==> config.mk <==
export PLATFORM = sky130hd
export DESIGN_NAME = armleocpu_mem_arbiter
export DESIGN_NICKNAME = d
export VERILOG_FILES = /design/src/rtl/armleocpu_mem_arbiter.sv
export SDC_FILE = /design/constraint.sdc
export NUM_CORES = 1
export LEC_CHECK = 0
export CELL_PAD_IN_SITES_DETAIL_PLACEMENT = 0
export CELL_PAD_IN_SITES_GLOBAL_PLACEMENT = 1
export CORE_AREA = 8 8 125 127
export CTS_CLUSTER_SIZE = 12
export DETAILED_ROUTE_END_ITERATION = 8
export DIE_AREA = 0 0 133 135
export DONT_BUFFER_PORTS = 1
export HOLD_SLACK_MARGIN = 0.05
export MAX_ROUTING_LAYER = met4
export PLACE_DENSITY = 0.43
export SYNTH_ARGS = -nofsm -noshare
export SYNTH_HDL_FRONTEND = slang
export SYNTH_SLANG_ARGS = --single-unit
==> constraint.sdc <==
create_clock -name clk -period 2.7 [get_ports clk]
set_input_delay 0.54 -clock clk [delete_from_list [all_inputs] [get_ports clk]]
set_output_delay 0.54 -clock clk [all_outputs]
set_load 0.02 [all_outputs]
==> src/rtl/armleocpu_mem_arbiter.sv <==
// Two-master (fetch cache / data cache) burst arbiter in front of one memory port.
// Define ARMLEOCPU_ARBITER_ROUND_ROBIN_EN for round-robin grant; default build gives master 1 fixed priority.
module armleocpu_mem_arbiter (
  input  logic        clk,
  input  logic        rst_n,

  input  logic [33:0] m0_address,
  input  logic [4:0]  m0_burstcount,
  input  logic        m0_read,
  input  logic        m0_write,
  input  logic [31:0] m0_writedata,
  input  logic [3:0]  m0_byteenable,
  output logic        m0_waitrequest,
  output logic        m0_readdatavalid,
  output logic [31:0] m0_readdata,
  output logic [1:0]  m0_response,

  input  logic [33:0] m1_address,
  input  logic [4:0]  m1_burstcount,
  input  logic        m1_read,
  input  logic        m1_write,
  input  logic [31:0] m1_writedata,
  input  logic [3:0]  m1_byteenable,
  output logic        m1_waitrequest,
  output logic        m1_readdatavalid,
  output logic [31:0] m1_readdata,
  output logic [1:0]  m1_response,

  output logic [33:0] s_address,
  output logic [4:0]  s_burstcount,
  output logic        s_read,
  output logic        s_write,
  output logic [31:0] s_writedata,
  output logic [3:0]  s_byteenable,
  input  logic        s_waitrequest,
  input  logic        s_readdatavalid,
  input  logic [31:0] s_readdata,
  input  logic [1:0]  s_response
);

  typedef enum logic [1:0] {
    IDLE  = 2'd0,
    CMD   = 2'd1,
    RDATA = 2'd2,
    WDATA = 2'd3
  } state_t;

  state_t      state_q, state_d;
  logic        owner_q, owner_d;
  logic [4:0]  remaining_q, remaining_d;

  logic        m0_req, m1_req, grant;
  logic [33:0] own_address;
  logic [4:0]  own_burstcount, own_bc_eff;
  logic        own_read, own_write;
  logic [31:0] own_writedata;
  logic [3:0]  own_byteenable;
  logic        own_waitrequest, own_readdatavalid;

  assign m0_req = m0_read | m0_write;
  assign m1_req = m1_read | m1_write;

`ifdef ARMLEOCPU_ARBITER_ROUND_ROBIN_EN
  logic last_owner_q, last_owner_d;

  // On a tie the master that did not win last time gets the bus.
  assign grant = (m0_req && m1_req) ? ~last_owner_q : m1_req;

  always_ff @(posedge clk or negedge rst_n) begin
    if (!rst_n) begin
      last_owner_q <= 1'b1;
    end else begin
      last_owner_q <= last_owner_d;
    end
  end
`else
  assign grant = m1_req;
`endif

  assign own_address    = owner_q ? m1_address    : m0_address;
  assign own_burstcount = owner_q ? m1_burstcount : m0_burstcount;
  assign own_read       = owner_q ? m1_read       : m0_read;
  assign own_write      = owner_q ? m1_write      : m0_write;
  assign own_writedata  = owner_q ? m1_writedata  : m0_writedata;
  assign own_byteenable = owner_q ? m1_byteenable : m0_byteenable;
  assign own_bc_eff     = (own_burstcount == 5'd0) ? 5'd1 : own_burstcount;

  always_ff @(posedge clk or negedge rst_n) begin
    if (!rst_n) begin
      state_q     <= IDLE;
      owner_q     <= 1'b0;
      remaining_q <= 5'd0;
    end else begin
      state_q     <= state_d;
      owner_q     <= owner_d;
      remaining_q <= remaining_d;
    end
  end

  always_comb begin
    state_d           = state_q;
    owner_d           = owner_q;
    remaining_d       = remaining_q;
`ifdef ARMLEOCPU_ARBITER_ROUND_ROBIN_EN
    last_owner_d      = last_owner_q;
`endif
    s_address         = own_address;
    s_burstcount      = own_burstcount;
    s_writedata       = own_writedata;
    s_byteenable      = own_byteenable;
    s_read            = 1'b0;
    s_write           = 1'b0;
    own_waitrequest   = 1'b1;
    own_readdatavalid = 1'b0;

    case (state_q)
      IDLE: begin
        if (m0_req || m1_req) begin
          owner_d = grant;
`ifdef ARMLEOCPU_ARBITER_ROUND_ROBIN_EN
          last_owner_d = grant;
`endif
          state_d = CMD;
        end
      end

      // Read wins when a master raises both strobes.
      CMD: begin
        s_read          = own_read;
        s_write         = own_write & ~own_read;
        own_waitrequest = s_waitrequest;
        if (own_read && !s_waitrequest) begin
          remaining_d = own_bc_eff;
          state_d     = RDATA;
        end else if (own_write && !s_waitrequest) begin
          if (own_burstcount <= 5'd1) begin
            state_d = IDLE;
          end else begin
            remaining_d = own_burstcount - 5'd1;
            state_d     = WDATA;
          end
        end else if (!own_read && !own_write) begin
          state_d = IDLE;
        end
      end

      RDATA: begin
        own_readdatavalid = s_readdatavalid;
        if (s_readdatavalid) begin
          if (remaining_q <= 5'd1) begin
            remaining_d = 5'd0;
            state_d     = IDLE;
          end else begin
            remaining_d = remaining_q - 5'd1;
          end
        end
      end

      WDATA: begin
        s_write         = own_write;
        own_waitrequest = s_waitrequest;
        if (own_write && !s_waitrequest) begin
          if (remaining_q <= 5'd1) begin
            remaining_d = 5'd0;
            state_d     = IDLE;
          end else begin
            remaining_d = remaining_q - 5'd1;
          end
        end
      end

      default: begin
        state_d = IDLE;
      end
    endcase
  end

  assign m0_waitrequest   = owner_q ? 1'b1 : own_waitrequest;
  assign m1_waitrequest   = owner_q ? own_waitrequest : 1'b1;
  assign m0_readdatavalid = owner_q ? 1'b0 : own_readdatavalid;
  assign m1_readdatavalid = owner_q ? own_readdatavalid : 1'b0;
  assign m0_readdata      = s_readdata;
  assign m1_readdata      = s_readdata;
  assign m0_response      = s_response;
  assign m1_response      = s_response;

endmodule

==> summary.md <==
| Metric | Value |
|---|---|
| Sequential Area | 203.9 um^2 |
| Top cell type's share of synthesized area | 35.94% |
| Number of vias per cell after detailed routing | 4.392 |
| Worst Hold Path Cells | 2 |
| Sw Share | 56.18% |
| Vertical die dimension | 135 um |
| Slowest CP cell | sky130_fd_sc_hd__dfrtp_4 |
| Area of the die | 0.01796 mm^2 |
| Clock tree root buffer cell | sky130_fd_sc_hd__clkbuf_16 |
| Synthesized Nets | 451 |
| Synthesized flop and latch total | 8 |
| Fill cells | 1522 |
| FF-to-FF Start | owner_q$_DFFE_PN0P_ |
| Clock Pin Slew Worst Setup and Hold Paths | 0.04 ns |
| Cells after Synth | 255 |
| Leading cell types in the layout, fill and taps excluded | sky130_fd_sc_hd__mux2_2 (72), sky130_fd_sc_hd__inv_1 (10), sky130_fd_sc_hd__nor2_1 (10) |
| Global-route wire length before repair | 13730 um |
| Number of stages on the worst setup path | 3 |
| Horizontal die dimension | 133 um |
| Clock tree sinks | 8 |
| Setup crit start kind | flip-flop |
| Count of instances resized after the clock tree is built | 0 |
| Top cells by area in the synthesized netlist | sky130_fd_sc_hd__mux2_2 (36%), sky130_fd_sc_hd__buf_4 (23%), sky130_fd_sc_hd__dfrtp_1 (8.9%) |
| Setup repair after global routing missed its margin | no |
| Worst Skew | 0.003622 ns |
| CP max FO | 33 |
| Final setup violating endpoints | 0 |
| Highest cell delay on the worst timing path | 0.60 ns |
| Mapped cell area | 0.002256 mm^2 |
| Setup WS pre-CTS | 0.3117 ns |
| Core area | 0.01361 mm^2 |
| Cell type with the largest total area after synthesis | sky130_fd_sc_hd__mux2_2 |
| Final Net Count | 382 |
| Half-perimeter wire length after placement | 9533 um |
| Cells after DPL | 360 |
| Hold Startpoint | s_waitrequest |
| Multi-input combinational cell area | 0.001433 mm^2 |
| Non-filler instance count after layout | 367 |
| Fraction of final layout cells sized beyond drive strength 1 | 49.19% |
| Number of DRC markers in iteration 0 | 136 |
| Final RePlAce weighted congestion | 0.7886 |
| Setup TNS | 0 ns |
| Initial cell density of the core | 16.57% |
| Worst hold path type | in2reg |
| Clock tree from TritonCTS | yes |
| Number of antenna violations at the first check in global routing | 2 |
| Worst hold slack | 0.4569 ns |
| Leading cell type in the layout, fill and taps excluded | sky130_fd_sc_hd__mux2_2 |
| Capture endpoint of the worst hold path | state_q[1]$_DFFE_PN0P_ |
| Synthesis warning total | 0 |
| Series of cell instances along the critical path | buf_4 -> mux2i_1 -> inv_1 |
| CTS H-tree depth | 1 |
| Drt drc | 0 |
| Capturing element type of the critical path | output pin |
| Period minus WS final | 2.445 ns |
| Port-buffer cells | 0 |
| Maximum buffer depth of the clock tree | 2 |
| Clock network power share | 10.3% |
| Relative slew slack | 55.74% |
| Worst voltage drop across the vdd grid | 0.0002336 V |
| Buffer and inverter count on the worst path | 2 |
| Area added between synthesis and finish | -9.651% |
| Final worst-path cycle share | 90.55% |
| Global route total overflow | 0 |
| Total clock buffers created by CTS | 3 |
| P_sw | 1424 uW |
| Detailed-route wire length | 10390 um |
| Crit path DAT | 1.90 ns |
| Average cell area after synthesis | 8.847 um^2 |
| Average routed wire per standard cell | 28.31 um |
| Run status | complete, no violations |
| Number of global-route vias before repair | 1679 |
| Number of placement rows | 43 |
| Sequential fraction of the synthesis area | 8.874% |
| Clock Latency Late Sink | 0.24 ns |
| Areal power density over the cells | 1243 mW/mm^2 |
| Detailed-router iteration count before antenna repair | 4 |
| Portion of total power attributed to combinational logic | 77.1% |
| Global Route Usage Sum | 10.60% |
| Crit Path Class | reg2out |
| Leakage power total | 0.0007184 uW |
| Number of unique standard cell types used by synthesis | 46 |
| R2r worst-path depth | 7 |
| Kind of cell with the highest combined delay on the critical path | buffers and inverters |
| Post-CTS setup buffer count | 0 |
| Pin count of the biggest net entering global routing | 36 |
| Final Slew Violations | 0 |
| Fmax | 0.4090 GHz |
| Destination of the worst register-to-register timing path | remaining_q[3]$_DFFE_PN0P_ |
| Count of endpoints failing hold in the final timing report | 0 |
| Post-route ant nets | 0 |
| Req. time, crit path | 2.16 ns |
| Cell internal power dissipation | 1111 uW |
| Final worst-path setup slack | 0.2552 ns |
| Flop pwr share | 12.6% |
| Transition time at the pin with the least slew margin | 0.6569 ns |
| Number of top-level pins | 341 |
| Total via count after detailed routing | 1612 |
| Worst-case register-to-register setup slack | 0.33 ns |
| Maximum capacitance violations | 0 |
## kinds of logic after synthesis
| family | count (synthesis) | share of synthesized area [%] |
|---|---|---|
| AO/OA/AOI/OAI | 31 | 10.43 |
| buffers and inverters | 91 | 27.62 |
| AND/OR/NAND/NOR | 39 | 10.48 |
| XOR/XNOR | 3 | 1.165 |
| adder cells (fa/ha/maj) | 4 | 2.219 |
| multiplexers | 79 | 39.21 |
| flip-flops | 8 | 8.874 |
## state kept, by name, indices dropped and copies added, names as in the netlist
| signal | cells |
|---|---|
| owner_q | 1 |
| remaining_q | 5 |
| state_q | 2 |
## power by group through the flow
stage,clock network [uW],logic [uW],registers [uW]
final,261,1950,319
after global routing,270,2080,339
after CTS,263,2000,320
after detailed placement,0,1990,322
after global placement,0,2000,321
after floorplan,0,1890,226
## timing repair
item	in CTS	in global routing
endpoints found under the setup margin	0	0
hold buffers	1	0
hold endpoints to repair	8	0
## routing by layer
layer / global-route usage (%) / vias to the layer above / wire, um
met5: - / - / 0
met4: 2.019 / 0 / 87
met3: 5.126 / 13 / 1167
met2: 19.25 / 129 / 5589
met1: 10.06 / 763 / 3544
li1: - / 707 / -
## stage by stage
step                      cell area, um^2  total power, uW  util [%]
final                                2038             2534     14.97
after global routing                 2038             2685     14.97
after CTS                            2033             2586     14.94
after detailed placement             1944             2316     14.28
after global placement               1944             2320     14.28
after floorplan                      2256             2113         -
## how the worst max path moves through the flow
| stage | slack (ns) | endpoint | start |
|---|---|---|---|
| after global routing | 0.11 | s_burstcount[4] | owner_q$_DFFE_PN0P_ |
| after detailed placement | 0.31 | remaining_q[3]$_DFFE_PN0P_ | owner_q$_DFFE_PN0P_ |
| final | 0.26 | s_burstcount[4] | owner_q$_DFFE_PN0P_ |
| after global placement | 0.33 | remaining_q[3]$_DFFE_PN0P_ | owner_q$_DFFE_PN0P_ |
| after CTS | 0.16 | s_burstcount[4] | owner_q$_DFFE_PN0P_ |
| after floorplan | 0.45 | remaining_q[3]$_DFFE_PN0P_ | owner_q$_DFFE_PN0P_ |
## synth_stat cells (all sizes together)
| cell | n |
|---|---|
| a2111o | 1 |
| a211o | 1 |
| a211oi | 2 |
| a21boi | 1 |
| a21oi | 2 |
| a22o | 2 |
| a32oi | 1 |
| and3 | 1 |
| and4bb | 1 |
| buf | 79 |
| clkbuf | 2 |
| dfrtp | 8 |
| ha | 4 |
| inv | 10 |
| mux2 | 72 |
| mux2i | 7 |
| nand2 | 7 |
| nand3 | 3 |
| nand3b | 1 |
| nand4 | 2 |
| nand4b | 1 |
| nor2 | 12 |
| nor3 | 5 |
| nor4 | 2 |
| nor4b | 2 |
| o211a | 1 |
| o211ai | 1 |
| o21ai | 8 |
| o21ba | 1 |
| o21bai | 1 |
| o22ai | 2 |
| o2bb2ai | 2 |
| o311a | 2 |
| o311ai | 1 |
| o31a | 1 |
| o32ai | 1 |
| or3 | 2 |
| xnor2 | 2 |
| xor2 | 1 |
## final cells by class
type	count	area share, %
flip-flops and latches	8	10.01
multi-input cells	156	70.29
diodes	2	0.2455
clock buffers	4	3.867
repair buffers	7	2.701
well taps	180	11.05
inverters	10	1.842
Note: power is estimated with default switching activity, not from simulation.
